===== src/rtl/up_down_counter.sv =====
// up_down_counter
//   Synchronous modulo-2^WIDTH binary up/down counter. On each rising edge of clk, the
//   count moves by exactly one step. Reset returns it to zero. Both terminal flags are
//   decoded directly from the count register.
//
// Parameters
//   WIDTH    counter width in bits, 1..32
//
// Ports
//   clk      system clock; all state changes on the rising edge
//   reset    synchronous active-high clear; has priority over counting
//   up_down  direction: 1 = +1, 0 = -1 (wraps in both directions)
//   count    counter register value
//   at_max   count == all ones
//   at_min   count == 0
module up_down_counter #(
  parameter int WIDTH = 4
) (
  input  logic             clk,
  input  logic             reset,
  input  logic             up_down,
  output logic [WIDTH-1:0] count,
  output logic             at_max,
  output logic             at_min
);

  localparam logic [WIDTH-1:0] STEP = WIDTH'(1);

  logic [WIDTH-1:0] count_nxt;

  // Modulo arithmetic comes for free from the fixed register width. The counter
  // never holds, so there is no enable term.
  always_comb begin
    count_nxt = up_down ? (count + STEP) : (count - STEP);
  end

  always_ff @(posedge clk) begin
    if (reset) count <= '0;
    else       count <= count_nxt;
  end

  // The flags are pure decodes of the register, so they change exactly when count does.
  assign at_max = &count;
  assign at_min = ~|count;

endmodule


===== config.mk =====
export PLATFORM = sky130hd
export DESIGN_NAME = up_down_counter
export DESIGN_NICKNAME = d
export VERILOG_FILES = /design/src/rtl/up_down_counter.sv
export SDC_FILE = /design/constraint.sdc
export NUM_CORES = 1
export LEC_CHECK = 0
export CORE_AREA = 5 5 42 44
export CTS_BUF_LIST = sky130_fd_sc_hd__clkbuf_16
export DETAILED_ROUTE_END_ITERATION = 6
export DIE_AREA = 0 0 47 49
export PLACE_DENSITY = 0.38
export REMOVE_ABC_BUFFERS = 1
export SKIP_LAST_GASP = 1
export SLEW_MARGIN = 10
export SYNTH_ARGS = -nofsm -noshare
export SYNTH_HDL_FRONTEND = slang
export SYNTH_SLANG_ARGS = --single-unit

===== constraint.sdc =====
create_clock -name clk -period 1.7 [get_ports clk]
set_clock_uncertainty 0.2 [all_clocks]
set_input_delay 0.17 -clock clk [delete_from_list [all_inputs] [get_ports clk]]
set_output_delay 0.17 -clock clk [all_outputs]
set_load 0.01 [all_outputs]

==> flow_summary.json <==
{
  "die_area_um2": 2300,
  "crit_type": "reg -> out",
  "post-cts-setup-buffers": 0,
  "finish.net_count": 43,
  "post_synth_num_cell_types": 13,
  "setup_violations": 0,
  "cts_sinks": 4,
  "hold_path.class": "in -> reg",
  "crit_arrival_ns": 1.23,
  "antenna_found_initial": 0,
  "drive_gt1_share_pct": 34.3,
  "ir_worst_vdd_mv": 0.497,
  "synth-xor-area-share_pct": 8.43,
  "area_growth_pct": 102,
  "synth_compound_area_share_pct": 10.2,
  "ios": 9,
  "drt-pass1-iter-count": 1,
  "drt_iter0_markers": 0,
  "hold_viol_final": 0,
  "clk_latency_ns": 0.22,
  "via_per_inst": 4.00,
  "yosysSeqAreaShare_pct": 38.6,
  "ys.warnings.count": 0,
  "fp.coreArea_um2": 1400,
  "syn_avg_cell_area_um2": 10.4,
  "cts_htree_levels": 1,
  "finalCriticalPeriod_ns": 1.60,
  "cts_tree": "yes",
  "drc": 0,
  "slowest_delay_ns": 0.53,
  "vias": 204,
  "yosys.area.top_type": "dfxtp_1",
  "synth_seq_cells": 4,
  "cp_cell_sequence": "buf_4 -> clkdlybuf4s50_1",
  "synth_top_family_by_area": "adder cells",
  "worst_path_dominant_cell_family": "buffers and inverters",
  "slew_viol_final": 0,
  "critPathBufInv": 2,
  "ant_nets": 0,
  "die_w_um": 47,
  "crit_path_end_kind": "output pin",
  "synthAdderAreaFrac_pct": 21.7,
  "crit_slowest_cell": "clkdlybuf4s50_1",
  "required_ns": 1.33,
  "rsz0062_at_grt": "false",
  "dp_slack_ns": -0.119,
  "syn_area_um2": 208,
  "track_usage_pct": 6.20,
  "io_buffers": 8,
  "chipHeight_um": 49,
  "synth_simple_gate_area_share_pct": 19.3,
  "routed_wl_um": 537,
  "grt_first_pass_wirelength_um": 903,
  "first_global_vias": 221,
  "clk_pin_slew_worst_paths_ns": 0.03,
  "top_regs": "count (4)",
  "power.density_nw_per_um2": 1560,
  "diodes": 0,
  "clk_path_buf_depth": 2,
  "regMostFlops": "count",
  "grt_start_max_net_pins": 5,
  "min_period_over_period_pct": 94.0,
  "worst_slew_pin_slew_ns": 0.203,
  "status": "finished, final reports clean",
  "largest_reg_flops": 4,
  "gp_congestion": 0.741,
  "worst-path-max-fanout": 4,
  "yosysTopAreaCellShare_pct": 38.6,
  "start_util_pct": 14.8,
  "synth_area_leaders": "dfxtp_1 (39%), ha_1 (12%), fa_1 (9.6%)",
  "setup_ws_ns": 0.103,
  "muxShareOfSynthArea_pct": 0,
  "start_kind": "flop",
  "grt-ovfl-total": 0,
  "leakage_nw": 0.197,
  "cts-root-buf": "clkbuf_16",
  "syn-instance-count": 20,
  "fillers": 158,
  "cts_made_buffers": 3,
  "fmax_mhz": 626,
  "fin_util_pct": 30.0,
  "wl_per_cell_um": 10.5,
  "drv_cap": 0,
  "rows": 14,
  "maxSlewHeadroom_pct": 86.4
}
==> power breakdown <==
part	internal [mW]	switching [mW]
registers	0.115	0.0191
logic	0.0947	0.0682
clock network	0.300	0.0597
total	0.510	0.147
==> cell usage after synthesis (all sizes together) <==
cell type,count
nor2b,1
ha,2
a21oi,2
and4,1
fa,1
nor4,1
inv,1
a21o,1
dfxtp,4
nor2,2
nand3,2
xnor2,2
==> per-stage QoR <==
stage	setup TNS [ns]	hold slack [ns]	instance area, um2	instances	power (mW)
CTS	-0.0374	0.359	413	51	0.662
global route	0	0.383	420	51	0.697
detailed placement	-0.192	0.360	338	48	0.298
global placement	-0.101	0.362	338	48	0.296
finish	0	0.362	420	51	0.657
floorplan	0	0.0324	208	20	0.207
==> kinds of logic (layout without fill, tap and decap cells) <==
logic type,count (synthesis),in the layout
and+or+nand+nor,7,7
DFF,4,4
adders and majority gates,3,3
AOI/OAI and AO/OA,3,3
xor gates and xnor gates,2,2
buffers and inverters,1,16
==> area by class of cell <==
class | count | area (um2) | share of cell area (%)
clock buffer | 3 | 75.1 | 17.9
inverter | 1 | 3.75 | 0.893
multi-input combinational | 15 | 128 | 30.4
sequential | 4 | 82.6 | 19.6
tap | 16 | 20.0 | 4.76
timing repair buffer | 12 | 111 | 26.5
==> placed cells by master (no fill, tap or decap), types with 2 or more instances in the layout <==
cell type,synthesis,final
clkdlybuf4s50_1,0,6
ha_1,2,2
nor2_1,2,2
dfxtp_2,0,2
nand3_1,2,2
buf_4,0,4
dfxtp_1,4,2
clkbuf_16,0,3
a21oi_2,1,2
xnor2_1,2,2
==> layer usage <==
layer	up-vias	wire [um]	track usage (%)	part of all wire (%)
met5	-	0	0	0
met4	0	14	6.91	2.6
met3	2	73	4.80	14
met2	9	241	7.24	45
met1	92	208	6.17	39
li1	101	-	-	-
==> worst paths after layout <==
kind | startpoint | to | slack [ns] | cells past startpoint
worst max-delay path | count[0] | count[0] | 0.10 | 2
worst min-delay path | reset | count[0] | 0.36 | 2
worst max register to register | count[0] | count[2] | 0.30 | 4
worst min register to register | count[0] | count[0] | 0.37 | 2
==> worst register-to-register path, delay by kind of cell, from the launching register on <==
| family | cells | cell delay, ns |
|---|---|---|
| fa+ha+maj | 1 | 0.40 |
| flops | 1 | 0.31 |
| xor+xnor | 1 | 0.17 |
| buf+inv | 1 | 0.15 |
| simple gates | 1 | 0.05 |
==> repair_timing <==
| item | CTS | global route |
|---|---|---|
| hold buffers | 0 | 0 |
| gates resized for setup | 2 | 3 |
| setup endpoints to repair | 2 | 2 |
| gates cloned | 0 | 0 |
| hold endpoints to repair | 0 | 0 |
(Power assumes the default switching activity.)
